$ cat src/rtl/pixel_fill_engine.sv
// Drawing engine: single pixel, clipped rectangle or full clear into the pixel buffer write port; optional PIXEL_FILL_PIXCNT_EN adds pix_count.
// Latency: accept edge -> first write 2 clks later, one write per clk, done 1 clk after the last write.
// Backpressure: none; start edges arriving while busy are dropped, the write port is never stalled.
module pixel_fill_engine #(
    parameter int H_RES  = 160,
    parameter int V_RES  = 120,
    parameter int X_W    = 8,
    parameter int Y_W    = 7,
    parameter int ADDR_W = 15,
    parameter int PIX_W  = 4
) (
    input  logic              clk,
    input  logic              reset_n,
    input  logic              cmd_start,
    input  logic [1:0]        cmd_mode,
    input  logic [X_W-1:0]    cmd_x,
    input  logic [Y_W-1:0]    cmd_y,
    input  logic [X_W-1:0]    cmd_w,
    input  logic [Y_W-1:0]    cmd_h,
    input  logic [PIX_W-1:0]  cmd_colour,
    output logic              busy,
    output logic              done,
    output logic              err,
    output logic [ADDR_W-1:0] pb_wraddress,
    output logic [PIX_W-1:0]  pb_data,
    output logic              pb_wren
`ifdef PIXEL_FILL_PIXCNT_EN
    ,
    output logic [ADDR_W:0]   pix_count
`endif
);

    typedef enum logic [1:0] {S_IDLE, S_CLIP, S_RUN, S_DONE} state_t;

    localparam logic [1:0]        MODE_PIXEL = 2'b00;
    localparam logic [1:0]        MODE_CLEAR = 2'b10;
    localparam logic [1:0]        MODE_RSVD  = 2'b11;
    localparam logic [X_W:0]      X_LIM      = (X_W+1)'(H_RES);
    localparam logic [Y_W:0]      Y_LIM      = (Y_W+1)'(V_RES);
    localparam logic [X_W:0]      X_ONE      = (X_W+1)'(1);
    localparam logic [Y_W:0]      Y_ONE      = (Y_W+1)'(1);
    localparam logic [X_W-1:0]    CX_INC     = X_W'(1);
    localparam logic [Y_W-1:0]    CY_INC     = Y_W'(1);
    localparam logic [ADDR_W-1:0] ROW_STEP   = ADDR_W'(H_RES);
    localparam logic [ADDR_W-1:0] ADDR_INC   = ADDR_W'(1);

    state_t             state;
    logic               start_q;
    logic               start_edge;
    logic [1:0]         mode_l;
    logic [X_W-1:0]     x_l, w_l;
    logic [Y_W-1:0]     y_l, h_l;
    logic [PIX_W-1:0]   colour_l;
    logic [X_W-1:0]     x0, cx;
    logic [Y_W-1:0]     cy;
    logic [X_W:0]       x_end;
    logic [Y_W:0]       y_end;
    logic [ADDR_W-1:0]  row_base;

    logic [X_W-1:0]     clip_x, clip_w;
    logic [Y_W-1:0]     clip_y, clip_h;
    logic [X_W:0]       x_sum, x_end_c;
    logic [Y_W:0]       y_sum, y_end_c;
    logic               clip_empty;
    logic [ADDR_W-1:0]  row_base_c;
    logic               last_col, last_row;

    assign start_edge = cmd_start & ~start_q;
    assign last_col   = (({1'b0, cx} + X_ONE) == x_end);
    assign last_row   = (({1'b0, cy} + Y_ONE) == y_end);

    // Clip window from the latched command; only evaluated while in CLIP.
    always_comb begin
        clip_x = x_l;
        clip_y = y_l;
        clip_w = w_l;
        clip_h = h_l;
        if (mode_l == MODE_PIXEL) begin
            clip_w = CX_INC;
            clip_h = CY_INC;
        end
        if (mode_l == MODE_CLEAR) begin
            clip_x = '0;
            clip_y = '0;
        end
        x_sum      = {1'b0, clip_x} + {1'b0, clip_w};
        y_sum      = {1'b0, clip_y} + {1'b0, clip_h};
        x_end_c    = (x_sum > X_LIM) ? X_LIM : x_sum;
        y_end_c    = (y_sum > Y_LIM) ? Y_LIM : y_sum;
        clip_empty = ({1'b0, clip_x} >= X_LIM) || ({1'b0, clip_y} >= Y_LIM) ||
                     (clip_w == '0) || (clip_h == '0);
        if (mode_l == MODE_CLEAR) begin
            x_end_c    = X_LIM;
            y_end_c    = Y_LIM;
            clip_empty = 1'b0;
        end
        row_base_c = ADDR_W'(clip_y) * ROW_STEP;
    end

    always_ff @(posedge clk or negedge reset_n) begin
        if (!reset_n) begin
            state        <= S_IDLE;
            start_q      <= 1'b0;
            mode_l       <= '0;
            x_l          <= '0;
            y_l          <= '0;
            w_l          <= '0;
            h_l          <= '0;
            colour_l     <= '0;
            x0           <= '0;
            cx           <= '0;
            cy           <= '0;
            x_end        <= '0;
            y_end        <= '0;
            row_base     <= '0;
            busy         <= 1'b0;
            done         <= 1'b0;
            err          <= 1'b0;
            pb_wraddress <= '0;
            pb_data      <= '0;
            pb_wren      <= 1'b0;
        end else begin
            start_q <= cmd_start;
            case (state)
                S_IDLE: begin
                    done <= 1'b0;
                    if (start_edge) begin
                        mode_l   <= cmd_mode;
                        x_l      <= cmd_x;
                        y_l      <= cmd_y;
                        w_l      <= cmd_w;
                        h_l      <= cmd_h;
                        colour_l <= cmd_colour;
                        err      <= 1'b0;
                        busy     <= 1'b1;
                        state    <= S_CLIP;
                    end
                end
                S_CLIP: begin
                    if (mode_l == MODE_RSVD || clip_empty) begin
                        err   <= (mode_l == MODE_RSVD);
                        busy  <= 1'b0;
                        done  <= 1'b1;
                        state <= S_DONE;
                    end else begin
                        // First pixel is issued here so the write stream starts one clk after CLIP.
                        x0           <= clip_x;
                        cx           <= clip_x;
                        cy           <= clip_y;
                        x_end        <= x_end_c;
                        y_end        <= y_end_c;
                        row_base     <= row_base_c;
                        pb_wraddress <= row_base_c + ADDR_W'(clip_x);
                        pb_data      <= colour_l;
                        pb_wren      <= 1'b1;
                        state        <= S_RUN;
                    end
                end
                S_RUN: begin
                    if (last_col && last_row) begin
                        pb_wren <= 1'b0;
                        busy    <= 1'b0;
                        done    <= 1'b1;
                        state   <= S_DONE;
                    end else if (last_col) begin
                        cx           <= x0;
                        cy           <= cy + CY_INC;
                        row_base     <= row_base + ROW_STEP;
                        pb_wraddress <= row_base + ROW_STEP + ADDR_W'(x0);
                    end else begin
                        cx           <= cx + CX_INC;
                        pb_wraddress <= pb_wraddress + ADDR_INC;
                    end
                end
                default: begin
                    done  <= 1'b0;
                    state <= S_IDLE;
                end
            endcase
        end
    end

`ifdef PIXEL_FILL_PIXCNT_EN
    always_ff @(posedge clk or negedge reset_n) begin
        if (!reset_n) begin
            pix_count <= '0;
        end else if (state == S_IDLE && start_edge) begin
            pix_count <= '0;
        end else if (pb_wren) begin
            pix_count <= pix_count + (ADDR_W+1)'(1);
        end
    end
`endif

endmodule
$ cat config.mk
export PLATFORM = sky130hd
export DESIGN_NAME = pixel_fill_engine
export DESIGN_NICKNAME = d
export VERILOG_FILES = /design/src/rtl/pixel_fill_engine.sv
export SDC_FILE = /design/constraint.sdc
export NUM_CORES = 1
export LEC_CHECK = 0
export ABC_AREA = 1
export CAP_MARGIN = 10
export CORE_MARGIN = 5
export CORE_UTILIZATION = 40
export DETAILED_ROUTE_END_ITERATION = 10
export PLACE_DENSITY_LB_ADDON = 0.2
export SYNTH_ARGS = -nofsm -noshare
export SYNTH_HDL_FRONTEND = slang
export SYNTH_SLANG_ARGS = --single-unit
$ cat constraint.sdc
create_clock -name clk -period 4.6 [get_ports clk]
set_clock_uncertainty 0.1 [all_clocks]
set_input_delay 0.69 -clock clk [delete_from_list [all_inputs] [get_ports clk]]
set_output_delay 0.69 -clock clk [all_outputs]
set_load 0.005 [all_outputs]
### Word level (Yosys, flattened, before mapping)

Index checks and enable logic that the tools add are counted.

| cells by class | value |
|---|---|
| $add $sub $neg | 10 |
| multipliers | 1 |
| $lt $le $gt $ge | 4 |
| equal/unequal tests | 12 |
| muxes and demuxes | 41 |
| bitwise gates (word level) | 3 |
| reduce and logical (&&, ||, !) cells | 21 |

Operators with widths:

| cell | number |
|---|---|
| 15-bit 2-to-1 mux | 6 |
| 15-bit one-hot mux with 2 select lines | 2 |
| 8-bit 2-to-1 mux | 7 |
| 7-bit 2-to-1 mux | 5 |
| 15-bit by 8-bit adder with 15-bit output | 2 |
| 9-bit 2-to-1 mux | 2 |
| 8-bit one-hot mux with 2 select lines | 1 |
| 15-bit by 1-bit adder with 15-bit output (second input constant) | 1 |
| 15-bit by 8-bit adder with 15-bit output (second input constant) | 1 |
| 7-bit one-hot mux with 2 select lines | 1 |
| 2-bit inequality test (second input constant) | 6 |
| 7-bit by 3-bit multiplier with 10-bit output (second input constant) | 1 |
| 1-bit 2-to-1 mux | 10 |
| 8-bit by 1-bit adder with 9-bit output (second input constant) | 1 |
| 8-bit by 8-bit adder with 9-bit output | 1 |
| 9-bit equality test | 1 |
| 9-bit by 8-bit greater-than comparator with 1-bit output (second input constant) | 1 |
| 3-bit AND reduction | 3 |
| 7-bit by 1-bit adder with 8-bit output (second input constant) | 1 |
| 7-bit by 7-bit adder with 8-bit output | 1 |
| 8-bit by 1-bit adder with 8-bit output (second input constant) | 1 |
| 8-bit equality test | 1 |
| 8-bit greater-or-equal comparator (second input constant) | 1 |
| 8-bit by 7-bit greater-than comparator with 1-bit output (second input constant) | 1 |
| 19 further kinds | 34 |

| word-level totals | value |
|---|---|
| register bits | 117 |
| output and inout port bits | 23 |
| logic and storage cells | 112 |

### Logic depth before layout (Yosys ltp)

Gate-level depths: netlist of the first run.

| logic depth | value |
|---|---|
| depth in word-level cells | 10 |
| gate-level depth with buffers | 20 |
| mapped depth without buffers | 19 |

### Worst setup path after synthesis of the first run

Ideal clock, no wire load.

| timing path | value |
|---|---|
| kind | reg2reg |
| from | reg mode_l[1] |
| to | reg pb_wraddress[13] |
| library setup time | 116 ps |
| arrival time | 2,642 ps |
| data required time | 4,384 ps |
| path slack | 1,742 ps |
| cell stages (with the launch flop) | 16 |
| cell sequence | dfrtp_1 -> inv_2 -> nor2_1 -> nor2_1 -> ha_1 -> ha_1 -> inv_1 -> fa_1 -> nor2_1 -> nand2_1 -> a21oi_1 -> nand3_1 -> o21ai_0 -> nand3_1 -> nand2_1 -> nand2_1 |

| on the way | value |
|---|---|
| word-level cells in the longest chain between the ends | 10 |

Ends and longest elaborated chain:

| item | RTL line | RTL |
|---|---|---|
| from (decl) | 50 | `logic [1:0] mode_l;` |
| from (signal assigned) | 128 | `mode_l <= cmd_mode;` |
| parallel branches: the longest is 10 deep, another holds 15-bit by 8-bit adder with 15-bit output | - |  |
| to (signal assigned) | 153 | `pb_wraddress <= row_base_c + ADDR_W'(clip_x);` |
| to (signal assigned) | 169 | `pb_wraddress <= row_base + ROW_STEP + ADDR_W'(x0);` |
| to (signal assigned) | 172 | `pb_wraddress <= pb_wraddress + ADDR_INC;` |
| to (decl) | 24 | `output logic [ADDR_W-1:0] pb_wraddress,` |

Several ways; the timed one is not identified. The select of a mux whose other input is x is not followed.
A chain may end at the register's enable or synchronous reset.

### Worst setup path in the final report of the first run

| timing path | value |
|---|---|
| from | reg mode_l[0] |
| to | reg pb_wraddress[13] |

Same word-level chain as after synthesis.

==> results of run 1 <==
==> logic make-up after synthesis <==
| kind of cell | after synthesis |
|---|---|
| simple gates | 686 |
| buf+inv | 168 |
| flops | 112 |
| compound gates | 108 |
| fa+ha+maj | 36 |
| xor+xnor | 32 |
| mux | 13 |
==> cell usage after synthesis, drive strengths merged <==
| library cell | instances |
|---|---|
| o21bai | 3 |
| or2 | 6 |
| dfrtp | 112 |
| a211oi | 1 |
| inv | 136 |
| nand2 | 427 |
| nor2 | 116 |
| and2 | 2 |
| xor2 | 19 |
| nand3 | 94 |
| o22a | 1 |
| nand3b | 8 |
| fa | 2 |
| nand4 | 23 |
| a31oi | 2 |
| clkbuf | 13 |
| o21ai | 47 |
| mux2 | 13 |
| xnor2 | 13 |
| buf | 19 |
| nor3 | 10 |
| a2bb2oi | 1 |
| a21o | 1 |
| ha | 34 |
| a21oi | 52 |
==> placed cells by master (no fill, tap or decap), types with 9 or more instances in the layout <==
cell type        synthesis  final
xnor2_1                 13     13
nand3_1                 93     92
nand4_1                 22     22
clkdlybuf4s50_1          0     60
buf_4                    6     10
nor3_1                  10     10
a21oi_1                 50     50
clkbuf_16                0      9
ha_1                    34     34
inv_1                  128    128
o21ai_0                 35     35
o21ai_1                  9      9
mux2_2                  13     13
nand2_1                423    423
dfrtp_1                112    112
nor2_1                 106    106
xor2_1                  19     19
==> layout make-up <==
class	instances	area, µm²
fill	2083	10390
multi-input combinational	875	4379
sequential	112	2803
timing repair buffer	70	675.6
inverter	136	510.5
tap	265	331.6
clock buffer	10	239.0
clock inverter	6	67.56
==> registers in the layout, indices dropped and copies added (netlist names) <==
signal        flops
h_l               7
pb_wraddress     15
mode_l            2
row_base         10
cy                7
cx                8
x_l               8
w_l               8
y_end             8
y_l               7
pb_wren           1
pb_data           4
busy              1
done              1
state             2
x_end             9
err               1
x0                8
start_q           1
colour_l          4
==> worst paths after layout <==
check / endpoint / slack [ps]
min in group clk: pb_data[0] / 370
worst max-delay path: pb_wraddress[13] / 1220
worst min register to register: pb_data[0] / 370
worst max register to register: pb_wraddress[13] / 1220
worst min-delay path: y_end[4] / 330
max in group asynchronous: cx[0] / 3180
==> critical path: cells and delay by family, from the launching register on <==
| family | cells | cell delay [ps] |
|---|---|---|
| adder cells (fa/ha/maj) | 2 | 580 |
| AND/OR/NAND/NOR | 8 | 1080 |
| buffers and inverters | 3 | 300 |
| XOR/XNOR | 1 | 350 |
| flip-flops | 1 | 410 |
| AO/OA/AOI/OAI | 2 | 450 |
==> layer usage <==
metal	up-vias	wire, µm	GRT usage
li1	3750	-	-
met1	3227	10520	0.2728
met2	106	8733	0.2862
met3	22	625	0.02047
met4	0	365	0.06084
met5	-	0	0
==> per-stage QoR <==
step           total power [W]  setup slack [ps]  utilization
2_1_floorplan         0.005671              1742            -
3_3_place_gp          0.006976              1376       0.4485
3_5_place_dp          0.007003              1268       0.4485
4_1_cts               0.007876              1242       0.4643
5_1_grt               0.008761             807.1       0.4643
6_report              0.007839              1223       0.4643
==> power by group through the flow <==
stage	logic (W)	clock network, W	registers (W)
after global routing	0.00596	0.000887	0.00191
after CTS	0.00517	0.000857	0.00185
after global placement	0.00512	0	0.00185
final	0.00516	0.000833	0.00185
after detailed placement	0.00514	0	0.00186
after floorplan	0.00392	0	0.00175
==> impl_metrics.py, run 1 <==
metrics = {
    "worst_setup_path": {
        "worstPathArrival_ps": 3540,
        "cp-end-kind": "flop",
        "crit_chain": "inv_2, nand2_1, nand2_1, inv_1, nor2_1, nor2_1, ha_1, inv_1, fa_1, o21ai_0, xor2_1, nand3_1, o21ai_0, nand3_1, nand2_1, nand2_1",
        "r2r_cells": 16,
        "slowest_delay_ps": 410,
        "critical_path_class": "flop to flop",
        "start_kind": "flop",
        "r2r-start": "mode_l[0]",
        "crit_start": "mode_l[0]",
        "crit_path_top_delay_cell": "dfrtp_1",
        "critPathMostFrequentCell": "nand2_1",
        "worstPathRequired_ps": 4760,
        "path_max_fanout": 13,
    },
    "power_and_ir_drop": {
        "p_sw_w": 0.004102,
        "power_frac_seq": 0.236,
        "irDropWorstVdd_mv": 0.3002,
        "power_frac_comb": 0.658,
        "p_int_w": 0.003736,
        "clkPwrFrac": 0.106,
        "swShare": 0.5233,
        "power_density_nw_per_um2": 870.4,
        "p_leak_nw": 4.752,
    },
    "cells_and_area": {
        "syn_to_final_growth_pct": 14.44,
        "drive_above_1_share": 0.06203,
        "design_area_um2": 9006,
        "fin_cells": 1474,
        "nets": 1279,
        "antennaDiodeCount": 0,
    },
    "drt": {
        "wl_um": 20250,
        "drt_iter0_drc": 394,
        "routedWlPerCell_um": 13.74,
        "first_pass_iters": 4,
        "avgViaCountPerCell": 4.820,
        "num_vias": 7105,
        "drc": 0,
        "ant_nets": 0,
    },
    "placement": {
        "dp.cells": 1458,
        "gp_congestion": 0.9350,
        "hpwl_um": 15300,
        "portBuffers": 61,
        "placed_area_um2": 8700,
    },
    "synthesis": {
        "synth-xor-area-share": 0.03561,
        "synth_fp_nets": 1230,
        "synth_top_family_by_area": "simple AND/OR/NAND/NOR gates",
        "synth-adder-area-share": 0.05914,
        "synth_area_leaders": "dfrtp_1, nand2_1, inv_1",
        "synthSimpleGateAreaFrac": 0.3685,
        "ys_warn_count": 0,
        "synth_seq_area_share": 0.3561,
        "avgSynthCellArea_um2": 6.814,
        "synth-compound-area-share": 0.07393,
        "synth_mux_area_frac": 0.01860,
        "synthCells": 1155,
        "synth_top_cell_area_share": 0.3561,
        "syn-cell-area_um2": 7870,
        "synth-seq-cells": 112,
        "synth.distinct_cells": 39,
        "yosys.area.top_type": "dfrtp_1",
    },
    "die": {
        "rows": 51,
        "die_area_um2": 22580,
        "core_um2": 19400,
        "io-pin-count": 62,
        "die_w_um": 150.3,
        "start_util": 0.4057,
        "fp.dieH_um": 150.3,
    },
    "job": {
        "maxCapViolations": 0,
    },
    "worst_hold_path": {
        "hp-class": "primary input to asynchronous set/reset pin",
    },
    "clock_tree": {
        "clock-sinks": 112,
        "clk_pin_slew_ps": 90,
        "clk_path_buf_depth": 2,
        "cts_root_buffer": "clkbuf_16",
        "postCtsSetupBuffers": 0,
        "cts_tree": "yes",
        "h-tree-depth": 3,
        "clk_latency_ps": 370,
        "ctsHoldBuffers": 0,
        "cts_made_buffers": 9,
        "cts-resized-gates": 0,
    },
    "grt": {
        "grt_max_degree": 63,
        "grt_pass1_vias": 6692,
        "grt.total_usage": 0.1859,
        "grt-ovfl-total": 0,
        "grt_pass1_wl_um": 33690,
        "antenna_found_initial": 0,
    },
    "sta": {
        "slew_violations": 0,
        "tns_ps": 0,
        "holdWs_ps": 327.7,
        "min_period_ps": 3377,
        "hold_viol_final": 0,
        "period_share": 0.7341,
        "relSlewSlack": 0.3430,
        "max_freq_mhz": 296.1,
        "worstMarginPinSlew_ps": 985.5,
        "rsz0062_at_grt": "false",
        "setup_viol": 0,
    },
    "run_status": {
        "status": "finished, final reports clean",
    },
}
No activity file was read; power rests on OpenSTA's default activity.
==> run 2: changes to the inputs <==
==> constraint.sdc (replaced) <==
create_clock -name clk -period 2.8 [get_ports clk]
set_clock_uncertainty 0.1 [all_clocks]
set_input_delay 0.42 -clock clk [delete_from_list [all_inputs] [get_ports clk]]
set_output_delay 0.42 -clock clk [all_outputs]
set_load 0.005 [all_outputs]
==> run 2 against run 1 <==
Net effect:
- die area did not move
- sequential share of layout area fell by 2.2 points
- setup slack got worse by 1200 ps
- flip-flop and latch count did not move
- final cell count rose by 3.4%
- non-clock buffer count rose by 50
- utilization rose by 3.6 points
==> impl_metrics.py, run 2 (synthesis gave the netlist of run 1 again) <==
metrics = {
    "die": {
        "core_um2": 19400,
        "rows": 51,
        "die_w_um": 150.3,
        "io-pin-count": 62,
        "start_util": 0.4057,
        "fp.dieH_um": 150.3,
        "die_area_um2": 22580,
    },
    "cells_and_area": {
        "antennaDiodeCount": 0,
        "layout_commonest_cell": "nand2_1",
        "design_area_um2": 9701,
        "fin_cells": 1524,
        "nFillCells": 1980,
        "top_regs": "pb_wraddress (15), row_base (10), x_end (9)",
        "largest_register": "pb_wraddress",
        "fin_util": 0.5001,
        "largest_register_ffs": 15,
        "layout_common_cells": "nand2_1, inv_1, dfrtp_1, nor2_1, nand3_1",
        "drive_above_1_share": 0.1422,
        "nets": 1329,
        "syn_to_final_growth_pct": 23.26,
    },
    "drt": {
        "drt_iter0_drc": 394,
        "first_pass_iters": 5,
        "ant_nets": 0,
        "drc": 0,
        "num_vias": 7345,
        "wl_um": 20510,
        "avgViaCountPerCell": 4.820,
        "routedWlPerCell_um": 13.46,
    },
    "clock_tree": {
        "cts_made_buffers": 9,
        "cts_tree": "yes",
        "h-tree-depth": 3,
        "clk_pin_slew_ps": 90,
        "clk_latency_ps": 370,
        "clock-sinks": 112,
        "clk_path_buf_depth": 2,
        "cts_root_buffer": "clkbuf_16",
    },
    "grt": {
        "grt_pass1_vias": 7106,
        "grt_max_degree": 70,
        "grt_pass1_wl_um": 34290,
        "grt.total_usage": 0.1870,
        "antenna_found_initial": 0,
        "grt-ovfl-total": 0,
    },
    "sta": {
        "slew_violations": 0,
        "hold_viol_final": 0,
        "min_period_ps": 2755,
        "max_freq_mhz": 363.0,
        "rsz0062_at_grt": "true",
        "relSlewSlack": 0.6324,
        "setup_viol": 0,
        "fin_ws_ps": 45.27,
        "worstMarginPinSlew_ps": 550.1,
        "period_share": 0.9838,
    },
    "job": {
        "maxCapViolations": 0,
    },
    "worst_setup_path": {
        "start_kind": "flop",
        "r2r-start": "mode_l[1]",
        "path_max_fanout": 5,
        "worstPathArrival_ps": 2920,
        "worstPathRequired_ps": 2970,
        "cp-end-kind": "flop",
        "critical_path_class": "flop to flop",
        "crit_start": "mode_l[1]",
    },
    "run_status": {
        "status": "finished, final reports clean",
    },
    "placement": {
        "dp.cells": 1493,
        "gp_congestion": 0.8767,
        "hpwl_um": 15500,
        "placed_area_um2": 9002,
        "portBuffers": 61,
        "dp_slack_ps": -110.3,
    },
    "worst_hold_path": {
        "hp-start": "colour_l[2]",
        "hp-class": "flop to flop",
    },
}
-- run 2: cell count changes in the layout (fill, tap and decap cells not counted), moves of 5 or more --
cell | previous run | this run
nor2_1 | 106 | 92
nand2_1 | 423 | 409
inv_1 | 128 | 123
nor2_2 | 7 | 15
nand3_1 | 92 | 86
a21oi_1 | 50 | 45
nor2_4 | 2 | 8
nand3_2 | 1 | 7
nand2_2 | 2 | 12
buf_4 | 10 | 53
-- run 2: critical path, stage by stage, from the launching register on --
cell	delay (ps)
dfrtp_2	450
inv_4	70
nor2_4	170
nor2_4	70
buf_4	140
nor2_2	80
nor2_1	50
ha_1	380
a21oi_2	160
nand2_1	80
xor2_1	210
inv_2	60
nand2_1	70
nor2_2	50
or2_2	280
nand3_2	80
nand2_1	60
nand2_1	60
nand2_1	40
-- run 2: layer usage --
metal,GRT usage,part of all wire,routed length (µm),up-vias
li1,-,-,-,3852
met1,0.2659,0.50,10260,3348
met2,0.2931,0.45,9136,123
met3,0.02529,0.038,782,22
met4,0.06404,0.016,331,0
met5,0,0,0,-
-- run 2: worst paths after layout --
path	endpoint	slack (ps)	cells past startpoint
worst max-delay path	pb_wraddress[12]	50	18
worst min-delay path	pb_data[2]	370	2
worst max register to register	pb_wraddress[12]	50	18
worst min register to register	pb_data[2]	370	2
max in group asynchronous	cx[3]	1400	3
min in group asynchronous	h_l[1]	460	2
-- run 2: area by class of cell --
class,count,area [µm²],share of cell area
Tap cell,265,331.6,0.03418
Clock inverter,7,110.1,0.01135
Multi-Input combinational cell,875,4611,0.4753
Timing Repair Buffer,120,1102,0.1136
Sequential cell,112,2805,0.2892
Inverter,136,515.5,0.05314
Clock buffer,9,225.2,0.02322
-- run 2: what timing repair did --
item / 4_1_cts / 5_1_grt
setup endpoints to repair: 22 / 19
hold endpoints to repair: 32 / 0
gates resized for setup: 7 / 69
hold buffers: 1 / 0
pin swaps: 2 / 27
buffers inserted: 2 / 12
-- run 2: stage by stage --
step	setup TNS [ps]	hold WS, ps
floorplan	0	24.41
global placement	0	320.9
detailed placement	-529.1	327.5
CTS	0	376.2
global route	-793.3	401.9
finish	0	371.0
Power of run 2 is left out: the tool's default activity adds up to more than one toggle a clock period on the data nets, which glitch-free logic cannot reach.
==> run 3: changes to the inputs <==
--- a/config.mk
+++ b/config.mk
@@ -5,12 +5,11 @@
 export SDC_FILE = /design/constraint.sdc
 export NUM_CORES = 1
 export LEC_CHECK = 0
-export ABC_AREA = 1
 export CAP_MARGIN = 10
 export CORE_MARGIN = 5
 export CORE_UTILIZATION = 40
 export DETAILED_ROUTE_END_ITERATION = 10
-export PLACE_DENSITY_LB_ADDON = 0.2
+export PLACE_DENSITY = 0.62
 export SYNTH_ARGS = -nofsm -noshare
 export SYNTH_HDL_FRONTEND = slang
 export SYNTH_SLANG_ARGS = --single-unit
==> run 3 against run 2 <==
Net effect:
- the run now ends with negative setup slack left
- global-route usage up 1.1 points
- design area grew 10%
- register-to-register slack worse by 170 ps
- routed wire length is 7.0% higher
- setup slack worse by 170 ps
- die area shrank 0.48%
- area after synthesis decreased by 0.51%
==> impl_metrics.py, run 3 <==
metrics = {
    "run_status": {
        "status": "finished with violations",
        "violations": "negative setup slack",
    },
    "synthesis": {
        "synth_fp_nets": 928,
        "synth.distinct_cells": 82,
        "synth_top_cell_area_share": 0.3579,
        "synth_edf_count": 0,
        "synth_top_flop_cell": "dfrtp_1",
        "syn-cell-area_um2": 7830,
        "ys_warn_count": 0,
        "synth_most_common_cell": "dfrtp_1",
        "synthTopCellsByCount": "dfrtp_1, nand2_1, xnor2_1",
        "async_flop_share": 1.000,
        "synth_seq_area_share": 0.3579,
        "synthCells": 853,
        "yosys.area.top_type": "dfrtp_1",
        "synth-seq-cells": 112,
        "synth_area_leaders": "dfrtp_1, mux2_2, xnor2_1",
        "avgSynthCellArea_um2": 9.179,
    },
    "cells_and_area": {
        "top_regs": "pb_wraddress (15), row_base (10), x_end (9)",
        "layout_common_cells": "buf_4, dfrtp_1, nand2_1, clkdlybuf4s50_1, xnor2_1",
        "syn_to_final_growth_pct": 36.53,
        "drive_above_1_share": 0.3177,
        "regArea_um2": 2809,
        "multi_input_area_um2": 5175,
        "antennaDiodeCount": 0,
        "layout_commonest_cell": "buf_4",
        "largest_register_ffs": 15,
        "nets": 1112,
        "largest_register": "pb_wraddress",
        "nFillCells": 1766,
    },
    "power_and_ir_drop": {
        "p_int_w": 0.009001,
        "total_power_w": 0.01573,
        "power_frac_comb": 0.708,
        "clkPwrFrac": 0.087,
        "p_leak_nw": 4.622,
        "power_frac_seq": 0.206,
        "power_density_nw_per_um2": 1472,
        "swShare": 0.4279,
        "p_sw_w": 0.006733,
        "irDropWorstVdd_mv": 0.7708,
    },
    "clock_tree": {
        "clk_path_buf_depth": 2,
        "clk_pin_slew_ps": 80,
        "clk_latency_ps": 360,
        "cts_tree": "yes",
        "cts_root_buffer": "clkbuf_16",
        "clock-sinks": 112,
        "cts_made_buffers": 9,
        "h-tree-depth": 3,
    },
    "sta": {
        "max_freq_mhz": 342.1,
        "period_share": 1.044,
        "worstMarginPinSlew_ps": 751.7,
        "hold_viol_final": 0,
        "relSlewSlack": 0.4936,
        "fin_ws_ps": -122.9,
        "min_period_ps": 2923,
        "setup_viol": 10,
        "slew_violations": 0,
        "rsz0062_at_grt": "true",
    },
    "worst_setup_path": {
        "r2r_slack_ps": -120,
        "worstPathRequired_ps": 3010,
        "start_kind": "flop",
        "worstPathArrival_ps": 3130,
        "path_max_fanout": 6,
        "critical_path_class": "flop to flop",
        "cp-end-kind": "flop",
    },
    "placement": {
        "dp_slack_ps": -198.9,
        "hpwl_um": 16390,
        "gp_congestion": 0.9015,
        "portBuffers": 61,
    },
    "drt": {
        "avgViaCountPerCell": 5.374,
        "wl_um": 21950,
        "drt_iter0_drc": 409,
        "drc": 0,
        "routedWlPerCell_um": 16.79,
        "first_pass_iters": 4,
        "ant_nets": 0,
        "num_vias": 7024,
    },
    "job": {
        "maxCapViolations": 0,
    },
    "die": {
        "die_w_um": 149.9,
        "rows": 51,
        "fp.dieH_um": 149.9,
        "core_um2": 19400,
        "start_util": 0.4036,
        "die_area_um2": 22470,
        "io-pin-count": 62,
    },
    "grt": {
        "antenna_found_initial": 0,
        "grt_pass1_vias": 6775,
        "grt_max_degree": 73,
        "grt_use_met1": 0.2874,
        "grt_use_met3": 0.02998,
        "grt-ovfl-total": 0,
        "use_met2": 0.3043,
        "gr-max-usage-layer": "met2",
        "grt_pass1_wl_um": 35670,
        "grt.total_usage": 0.1982,
    },
    "worst_hold_path": {
        "hp-class": "flop to flop",
    },
}
## run 3: changes by cell type after synthesis, moves of 21 or more
cell,delta
xnor2_1,+37
nand2_1,-324
mux2_2,+32
nand3_1,-67
clkbuf_1,+21
a21oi_1,-26
inv_1,-93
nor2_1,-64
nor2b_1,+23
## run 3: worst max-delay path, stage by stage (launching register included)
cell and delay (ps):
dfrtp_2 470, nor2_4 140, or2_4 140, ha_4 120, inv_2 30, fa_2 360, nor2b_4 130, o2111ai_2 120
a311oi_1 230, and3b_1 220, or4_4 440, o21ai_4 210, a22o_1 150
## run 3: power by group through the flow
stage | registers [W] | clock network [W] | logic, W
floorplan | 0.00291 | 0 | 0.00624
global placement | 0.00320 | 0 | 0.00955
detailed placement | 0.00322 | 0 | 0.00964
CTS | 0.00320 | 0.00139 | 0.0102
global route | 0.00337 | 0.00146 | 0.0121
finish | 0.00324 | 0.00136 | 0.0111
## run 3: final timing paths
kind	startpoint	to	cells past startpoint
setup / recovery	mode_l[1]	x_end[4]	12
hold / removal	colour_l[3]	pb_data[3]	2
setup reg to reg	mode_l[1]	x_end[4]	12
hold reg to reg	colour_l[3]	pb_data[3]	2
max in group asynchronous	reset_n	mode_l[1]	3
min in group asynchronous	reset_n	pb_wraddress[2]	2
## run 3: area by class of cell
type                       instances  area share
timing repair buffer             224      0.1815
clock inverter                     6    0.006905
sequential                       112      0.2628
inverter                          35     0.01229
multi-input combinational        655      0.4841
tap                              265     0.03102
clock buffer                      10     0.02142
## run 3: layer usage
layer / part of all wire / wire length (µm)
met5: 0 / 0
met4: 0.021 / 451
met3: 0.051 / 1125
met2: 0.45 / 9882
met1: 0.48 / 10490
## run 3: per-stage QoR
| step | setup TNS [ps] | util | std cells | hold WS [ps] | cell area, µm² |
|---|---|---|---|---|---|
| floorplan | -1844 | - | 853 | 24.41 | 7991 |
| global placement | -2133 | 0.5019 | 1268 | 323.1 | 9736 |
| detailed placement | -3186 | 0.5019 | 1268 | 328.5 | 9736 |
| CTS | -1389 | 0.5303 | 1295 | 370.0 | 10290 |
| global route | -3316 | 0.5511 | 1307 | 418.0 | 10690 |
| finish | -790.7 | 0.5511 | 1307 | 369.5 | 10690 |
## run 3: kinds of logic (layout without fill, tap and decap cells)
kind of cell | after synthesis | count (layout) | share of synthesized area
buffers and inverters | 87 | 275 | 0.04842
muxes | 56 | 56 | 0.07878
adders and majority gates | 38 | 38 | 0.06200
and+or+nand+nor | 300 | 301 | 0.1996
DFF | 112 | 112 | 0.3579
AOI/OAI and AO/OA | 193 | 193 | 0.1783
xor gates and xnor gates | 67 | 67 | 0.07494
## run 3: timing repair
action | 4_1_cts | 5_1_grt
setup buffers | 9 | 10
endpoints found under the setup margin | 49 | 58
gates cloned | 1 | 2
pin swaps | 20 | 38
hold buffers | 1 | 0
endpoints found under the hold margin | 34 | 0
gates resized for setup | 47 | 71
